## src/rtl/vector_sum_pkg.sv

```systemverilog
// rtl/vector_sum_pkg.sv - shared state encodings and width helper for vector_sum
package vector_sum_pkg;

  typedef enum logic [1:0] {
    ST_IDLE = 2'd0,
    ST_CALC = 2'd1,
    ST_DONE = 2'd2
  } state_e;

  // Ceiling log2; returns 0 for values <= 1.
  function automatic int log2_ceil(input int value);
    int result;
    result = 0;
    while ((1 << result) < value) begin
      result = result + 1;
    end
    return result;
  endfunction

endpackage

```

## src/rtl/vector_sum_sat_narrow.sv

```systemverilog
// rtl/vector_sum_sat_narrow.sv - accumulator narrowing with overflow flag (VECTOR_SUM_SATURATE_EN selects clamp vs wrap)
module sat_narrow #(
  parameter int IN_WIDTH  = 12,
  parameter int OUT_WIDTH = 8
) (
  input  logic signed [IN_WIDTH-1:0]  acc,
  output logic        [OUT_WIDTH-1:0] result,
  output logic                        overflow
);

  generate
    if (OUT_WIDTH >= IN_WIDTH) begin : g_extend
      // Every accumulator value fits: plain sign extension, never overflows.
      assign result   = OUT_WIDTH'(acc);
      assign overflow = 1'b0;
    end else begin : g_narrow
      // The value fits only when all bits from the output sign bit upward agree.
      logic [IN_WIDTH-OUT_WIDTH:0] top_bits;
      assign top_bits = acc[IN_WIDTH-1:OUT_WIDTH-1];
      assign overflow = !((&top_bits) || !(|top_bits));
`ifdef VECTOR_SUM_SATURATE_EN
      assign result = !overflow        ? acc[OUT_WIDTH-1:0] :
                      acc[IN_WIDTH-1]  ? {1'b1, {(OUT_WIDTH-1){1'b0}}} :
                                         {1'b0, {(OUT_WIDTH-1){1'b1}}};
`else
      assign result = acc[OUT_WIDTH-1:0];
`endif
    end
  endgenerate

endmodule

```

## src/rtl/vector_sum.sv

```systemverilog
// rtl/vector_sum.sv - sequential signed reduction of a packed vector (option: VECTOR_SUM_SATURATE_EN)
module vector_sum
  import vector_sum_pkg::*;
#(
  parameter int VECTOR_LEN   = 5,
  parameter int CELL_WIDTH   = 8,
  parameter int RESULT_WIDTH = 8,
  parameter int TILING       = 1
) (
  input  logic                           clk,
  input  logic                           rst,
  input  logic [VECTOR_LEN*CELL_WIDTH-1:0] vector,
  input  logic                           vector_valid,
  output logic                           vector_ready,
  output logic [RESULT_WIDTH-1:0]        result,
  output logic                           result_valid,
  input  logic                           result_ready,
  output logic                           error
);

  localparam int ACC_WIDTH = CELL_WIDTH + log2_ceil(VECTOR_LEN) + 1;
  localparam int CNT_W     = log2_ceil(VECTOR_LEN) + 1;

  state_e                           state_q, state_d;
  logic [VECTOR_LEN*CELL_WIDTH-1:0] buf_q, buf_d;
  logic signed [ACC_WIDTH-1:0]      acc_q, acc_d;
  logic [CNT_W-1:0]                 cnt_q, cnt_d;
  logic [RESULT_WIDTH-1:0]          result_q, result_d;
  logic                             error_q, error_d;

  logic signed [ACC_WIDTH-1:0]      lane_sum;
  logic signed [ACC_WIDTH-1:0]      acc_next;
  logic [CNT_W-1:0]                 cnt_end;
  logic [RESULT_WIDTH-1:0]          narrow_result;
  logic                             narrow_overflow;

  // Sum the cells whose index falls in [cnt, cnt+TILING); lanes past the vector end contribute nothing.
  always_comb begin
    lane_sum = '0;
    cnt_end  = cnt_q + CNT_W'(TILING);
    for (int i = 0; i < VECTOR_LEN; i++) begin
      if ((CNT_W'(i) >= cnt_q) && (CNT_W'(i) < cnt_end)) begin
        lane_sum = lane_sum + ACC_WIDTH'($signed(buf_q[i*CELL_WIDTH +: CELL_WIDTH]));
      end
    end
    acc_next = acc_q + lane_sum;
  end

  sat_narrow #(
    .IN_WIDTH  (ACC_WIDTH),
    .OUT_WIDTH (RESULT_WIDTH)
  ) u_sat_narrow (
    .acc      (acc_next),
    .result   (narrow_result),
    .overflow (narrow_overflow)
  );

  // Next-state and datapath control; result/error only load on the step into DONE.
  always_comb begin
    state_d  = state_q;
    buf_d    = buf_q;
    acc_d    = acc_q;
    cnt_d    = cnt_q;
    result_d = result_q;
    error_d  = error_q;
    unique case (state_q)
      ST_IDLE: begin
        if (vector_valid) begin
          buf_d   = vector;
          acc_d   = '0;
          cnt_d   = '0;
          state_d = ST_CALC;
        end
      end
      ST_CALC: begin
        acc_d = acc_next;
        cnt_d = cnt_end;
        if (cnt_end >= CNT_W'(VECTOR_LEN)) begin
          result_d = narrow_result;
          error_d  = narrow_overflow;
          state_d  = ST_DONE;
        end
      end
      ST_DONE: begin
        if (result_ready) begin
          state_d = ST_IDLE;
        end
      end
      default: state_d = ST_IDLE;
    endcase
  end

  // State and datapath registers; reset drops any in-flight vector.
  always_ff @(posedge clk or negedge rst) begin
    if (!rst) begin
      state_q  <= ST_IDLE;
      buf_q    <= '0;
      acc_q    <= '0;
      cnt_q    <= '0;
      result_q <= '0;
      error_q  <= 1'b0;
    end else begin
      state_q  <= state_d;
      buf_q    <= buf_d;
      acc_q    <= acc_d;
      cnt_q    <= cnt_d;
      result_q <= result_d;
      error_q  <= error_d;
    end
  end

  assign vector_ready = (state_q == ST_IDLE);
  assign result_valid = (state_q == ST_DONE);
  assign result       = result_q;
  assign error        = error_q;

endmodule

```

## config.mk

```make
export PLATFORM = sky130hd
export DESIGN_NAME = vector_sum
export DESIGN_NICKNAME = d
export VERILOG_FILES = /design/src/rtl/vector_sum_pkg.sv /design/src/rtl/vector_sum_sat_narrow.sv /design/src/rtl/vector_sum.sv
export SDC_FILE = /design/constraint.sdc
export NUM_CORES = 1
export LEC_CHECK = 0
export CAP_MARGIN = 20
export CORE_ASPECT_RATIO = 0.9
export CORE_UTILIZATION = 54
export CTS_BUF_LIST = sky130_fd_sc_hd__clkbuf_4 sky130_fd_sc_hd__clkbuf_8
export DETAILED_ROUTE_END_ITERATION = 12
export GPL_ROUTABILITY_DRIVEN = 1
export PLACE_DENSITY = 0.82
export SETUP_SLACK_MARGIN = 0.05
export SLEW_MARGIN = 20
export SYNTH_ARGS = -nofsm -noshare
export SYNTH_HDL_FRONTEND = slang
export SYNTH_SLANG_ARGS = --single-unit
export TNS_END_PERCENT = 20
```

## constraint.sdc

```tcl
create_clock -name clk -period 8.2 [get_ports clk]
set_input_delay 1.23 -clock clk [delete_from_list [all_inputs] [get_ports clk]]
set_output_delay 1.23 -clock clk [all_outputs]
set_load 0.02 [all_outputs]
```

==> metrics.md, run 1 <==
| Metric | Value |
|---|---|
| Syn Inst Count | roughly 660 |
| Clock Latency Late Sink | between 0.3 and 0.4 ns |
| Most frequent cells in the layout | 164 x nand2_1, 66 x dfrtp_1, 56 x ha_1 |
| All-Layer GR Usage | 0.253 |
| Number of synthesized flops with an enable pin | 0 |
| Top layer in use | met4 |
| Core area | 9700 µm² |
| DIE WIDTH | about 110 µm |
| Worst path arrival time | between 8 and 9 ns |
| Clk sinks | 67 |
| Crit path kind | flop to flop |
| Synth Area per Inst | between 8 and 9 µm² |
| Final setup viols | 0 |
| Worst r2r path cells | 39 |
| Initial Util | 0.559 |
| DR DRC count | 0 |
| Actual slew at the worst max-slew pin | 0.919 ns |
| DP Worst Slack | -0.0515 ns |
| CP max stage delay | about 0.53 ns |
| Total gr overflow | 0 |
| Synth-to-Final Area Change | 19.4% |
| Synthesized area | 5420 µm² |
| Wire length per cell | 14.8 µm |
| Via density | roughly 5.7 |
| Final period util | 0.962 |
| Cts bufs inserted | 9 |
| Synthesis-stage register bit count | 67 |
| Sequential share of the synthesized area | 0.309 |
| YS warnings | 0 |
| DRT iter0 DRCs | 235 |
| Final hold vios | 0 |
| First-pass GRT wire length | around 21000 µm |
| Worst path slowest cell | or4_1 |
| Async SR Flop Fraction | 1.00 |
| H-tree levels | 3 |
| Final net count | ~800 |
| Startpoint class of the critical path | flop |
| Clock buffer depth | 2 |
| WHS | ~0.47 ns |
| Clock Skews | between 0.01 and 0.015 ns |
| IO Count | 55 |
| Hold WC Path Type | flop to flop |
| Max_cap viols | 0 |
| DRT Pass-1 Iters | 5 |
| CP most frequent cell | xnor2_1 |
| Crit path max fanout | 6 |
| DRT antenna net count | 0 |
| Library cells used by synthesis | 54 |
| Most used flip-flop cell after synthesis | dfrtp_1 |
| Hpwl dp | around 9100 µm |
| Worst Setup Slack, final | just over 0.3 ns |
| Fmax achieved | around 130 MHz |
| Vias | ~4800 |
| Syn nets | ~770 |
| Row cnt | 34 |
| Die area | around 10000 µm² |
| Gp weighted congestion | 0.894 |
| Met1 Wirelength | 5580 µm |
| Buffers added on ports | between 50 and 60 |
| Worst path required time | approximately 8.4 ns |
| Die Ht | slightly below 100 µm |
| Fin. max-slew vios | 0 |
| CP endpoint kind | flop |
| CTS tree | yes |
| Metal3 WL | between 500 and 600 µm |
| Initial antenna violation count | 0 |
| CTS Hold Buffers Added | 0 |
| Clk pin slew, worst setup/hold paths | ~0.080 ns |
| Hold path depth | 2 |
| Final WL | around 13000 µm |
| Worst slew margin | 0.387 |
| Root buffer cell | clkbuf_8 |
| Layout cells sized above 1 | 0.118 |
| Pin count of the biggest net entering global routing | just under 70 |
| Final min period | 7.89 ns |
| Most common cell after layout, fill and taps aside | nand2_1 |
| Vias in the first global route | between 4000 and 5000 |
| Met2 wire length | roughly 6100 µm |
| Run status | finished, final reports clean |
| Antenna fix cells | 0 |
## layout make-up
type / count / area (µm²)
fillers: 820 / 3230
flip-flops and latches: 67 / 1680
clock inverters: 6 / 41.3
inverters: 32 / 120
repair buffers: 67 / 633
multi-input cells: 537 / 3710
well taps: 126 / 158
clock buffers: 10 / 131
## layer usage
layer,GRT usage,up-vias
met5,0,-
met1,0.315,2262
met2,0.429,116
li1,-,2381
met4,0.0854,0
met3,0.0550,29
## worst max-delay path, delay by kind of cell (launching register included)
kind,cells,cell delay [ns]
xor+xnor,5,0.62
compound gates,12,2.00
flops,1,0.44
fa+ha+maj,7,1.92
mux,4,1.07
buf+inv,3,0.31
simple gates,8,1.39
## path summary, 6_finish.rpt
path,start,slack (ns),end
worst max-delay path,cnt_q[0],0.31,error
worst min-delay path,buf_q[1],0.47,buf_q[1]
worst max register to register,cnt_q[0],0.31,error
worst min register to register,buf_q[1],0.47,buf_q[1]
max in group asynchronous,rst,6.55,cnt_q[0]
min in group asynchronous,rst,1.05,buf_q[4]
## flip-flops by register name, summed over array words and instances (netlist names)
signal,flops
cnt_q,4
buf_q,40
acc_q,12
result,8
error,1
state_q,2
## synth_stat cells, drive strengths merged, types with 2 or more instances
cell type / count / area [µm²]
mux2: 16 / 180
nand3: 19 / 95.1
nor3b: 3 / 22.5
inv: 32 / 120
or4: 3 / 26.3
o21a: 9 / 67.6
xor2: 20 / 175
a21boi: 2 / 15.0
xnor2: 16 / 148
nand2b: 10 / 62.6
a31oi: 8 / 65.1
o211ai: 2 / 20.0
nand3b: 3 / 22.5
a221o: 2 / 20.0
nor2b: 11 / 68.8
dfrtp: 67 / 1680
and3: 11 / 68.8
a21oi: 27 / 139
ha: 61 / 763
o31ai: 4 / 30.0
mux2i: 5 / 50.1
a21o: 16 / 120
fa: 5 / 100
o21ai: 59 / 299
clkbuf: 16 / 60.1
buf: 5 / 18.8
nor2: 24 / 90.1
nand2: 165 / 619
a22o: 2 / 17.5
a211oi: 3 / 22.5
nor3: 4 / 20.0
and2: 5 / 31.3
o21bai: 5 / 37.5
or3: 4 / 25.0
## repair_timing
action / 4_1_cts / 5_1_grt
setup buffers: 0 / 7
setup endpoints to repair: 2 / 3
pin swaps: 0 / 11
gates resized for setup: 3 / 42
cloned: 0 / 0
## metrics by stage
| stage | instances | area [µm²] | TNS (ns) | utilization |
|---|---|---|---|---|
| 5_1_grt | 845 | 6470 | -0.0624 | 0.667 |
| 6_report | 845 | 6470 | 0 | 0.667 |
| 2_1_floorplan | 657 | 5420 | 0 | - |
| 3_3_place_gp | 822 | 6080 | 0 | 0.627 |
| 3_5_place_dp | 822 | 6080 | -0.0515 | 0.627 |
| 4_1_cts | 838 | 6270 | 0 | 0.646 |
## cell families after synthesis
family / count (synthesis) / synth area share
AND/OR/NAND/NOR: 266 / 0.218
AO/OA/AOI/OAI: 147 / 0.170
flip-flops: 67 / 0.309
adder cells (fa/ha/maj): 66 / 0.159
buffers and inverters: 53 / 0.0367
XOR/XNOR: 37 / 0.0637
multiplexers: 21 / 0.0425
Power of run 1 is left out: the tool's default activity adds up to more than one toggle a clock period on the data nets, which glitch-free logic cannot reach.
==> inputs of run 2 (changes only) <==
--- a/config.mk
+++ b/config.mk
@@ -12,6 +12,7 @@
 export DETAILED_ROUTE_END_ITERATION = 12
 export GPL_ROUTABILITY_DRIVEN = 1
 export PLACE_DENSITY = 0.82
+export REMOVE_ABC_BUFFERS = 1
 export SETUP_SLACK_MARGIN = 0.05
 export SLEW_MARGIN = 20
 export SYNTH_ARGS = -nofsm -noshare
==> metrics.md, run 2 (same netlist as run 1, synthesis figures left out) <==
| Metric | Value |
|---|---|
| Hold path depth | 2 |
| Worst r2r path cells | 39 |
| Vias in the first global route | 4809 |
| Initial Util | 0.559 |
| Row cnt | 34 |
| Vias | between 4000 and 5000 |
| CP endpoint kind | flop |
| Clock Skews | approximately 0.011 ns |
| Worst path arrival time | 8.26 ns |
| IO Count | 55 |
| Core area | 9700 µm² |
| Buffers added on ports | between 50 and 60 |
| Biggest register | buf_q |
| DP Worst Slack | -0.564 ns |
| CP most frequent cell | ha_1 |
| Clk sinks | 67 |
| Root buffer cell | clkbuf_8 |
| Wire length per cell | 15.3 µm |
| Pin count of the biggest net entering global routing | 68 |
| Crit path max fanout | 7 |
| First-pass GRT wire length | between 20000 and 25000 µm |
| Layout cells sized above 1 | 0.115 |
| All-Layer GR Usage | 0.258 |
| Worst Setup Slack, final | roughly 0.17 ns |
| Via density | roughly 5.7 |
| CP max stage delay | 0.53 ns |
| Worst path required time | 8.43 ns |
| WP buf/inv | 5 |
| Hold WC Path Type | flop to flop |
| DIE WIDTH | approximately 110 µm |
| Top Family by Delay on Critical Path | compound AO/OA/AOI/OAI gates |
| Hpwl dp | roughly 8900 µm |
| Clock buffer depth | 2 |
| Max reg flops | 40 |
| Final WL | between 10000 and 15000 µm |
| Post-route design area | around 6500 µm² |
| Die Ht | between 90 and 100 µm |
| H-tree levels | 3 |
| DRT Pass-1 Iters | 5 |
| Final min period | around 8.0 ns |
| Final hold vios | 0 |
| Synth-to-Final Area Change | 20.4% |
| Worst path slowest cell | or4_1 |
| Total gr overflow | 0 |
| Gp weighted congestion | roughly 0.9 |
| Most frequent cells in the layout | 165 x nand2_1, 65 x dfrtp_1, 53 x ha_1, 53 x clkdlybuf4s50_1, 49 x o21ai_0 |
| Fmax achieved | 125 MHz |
| DP Area | between 6000 and 7000 µm² |
| Antenna fix cells | 0 |
| Max_cap viols | 0 |
| Die area | around 10000 µm² |
| DR DRC count | 0 |
| CTS tree | yes |
| DRT iter0 DRCs | a little under 300 |
| Final period util | 0.979 |
| Final setup viols | 0 |
| Clk pin slew, worst setup/hold paths | 0.08 ns |
| Final net count | between 800 and 900 |
| Startpoint class of the critical path | flop |
| Most common cell after layout, fill and taps aside | nand2_1 |
| Run status | finished, final reports clean |
| Initial antenna violation count | 0 |
| Clock Latency Late Sink | 0.38 ns |
| Cts bufs inserted | 9 |
| Actual slew at the worst max-slew pin | between 0.9 and 1 ns |
| DRT antenna net count | 0 |
| CTS Hold Buffers Added | 0 |
| Critical path depth in cells | 39 |
| Fin. max-slew vios | 0 |
| Crit path kind | flop to flop |
| Worst slew margin | 0.366 |
| Core Util, Final | 0.673 |
-- run 2: through the flow --
step                      TNS (ns)  hold slack, ns  instances
after floorplan                  0           0.437        636
after global routing        -0.137           0.504        842
final                            0           0.482        842
after CTS                        0           0.480        839
after global placement           0           0.463        820
after detailed placement    -0.888           0.462        820
-- run 2: worst paths after layout --
| kind | slack [ns] | startpoint | endpoint |
|---|---|---|---|
| max | 0.17 | cnt_q[1] | error |
| min | 0.48 | result[3] | result[3] |
| max reg2reg | 0.17 | cnt_q[1] | error |
| min reg2reg | 0.48 | result[3] | result[3] |
| max in group asynchronous | 6.52 | rst | cnt_q[1] |
| min in group asynchronous | 1.03 | rst | result[5] |
-- run 2: worst register-to-register path: cells and delay by family, from the launching register on --
family          cells  cell delay [ns]
xor+xnor            4             0.54
buf+inv             5             0.53
compound gates     12             2.23
fa+ha+maj           6             1.66
mux                 2             0.48
flops               1             0.48
simple gates       10             1.96
-- run 2: cell type report --
type                    count  area [µm²]
multi-input cells         537        3730
fillers                   785        3170
flip-flops and latches     67        1680
repair buffers             64         611
well taps                 126         158
clock buffers              11         145
inverters                  32         120
clock inverters             5        85.1
-- run 2: routing by layer --
metal / global-route usage / share of wire
met1: 0.333 / 0.45
met2: 0.436 / 0.49
met3: 0.0416 / 0.033
met4: 0.0896 / 0.023
met5: 0 / 0
-- run 2: what timing repair did --
action / in CTS / in global routing
resized for setup: 8 / 38
buffers inserted: 3 / 3
hold endpoints to repair: 0 / 0
endpoints found under the setup margin: 3 / 3
pin swaps: 0 / 9
Power of run 2 is left out for the same reason.
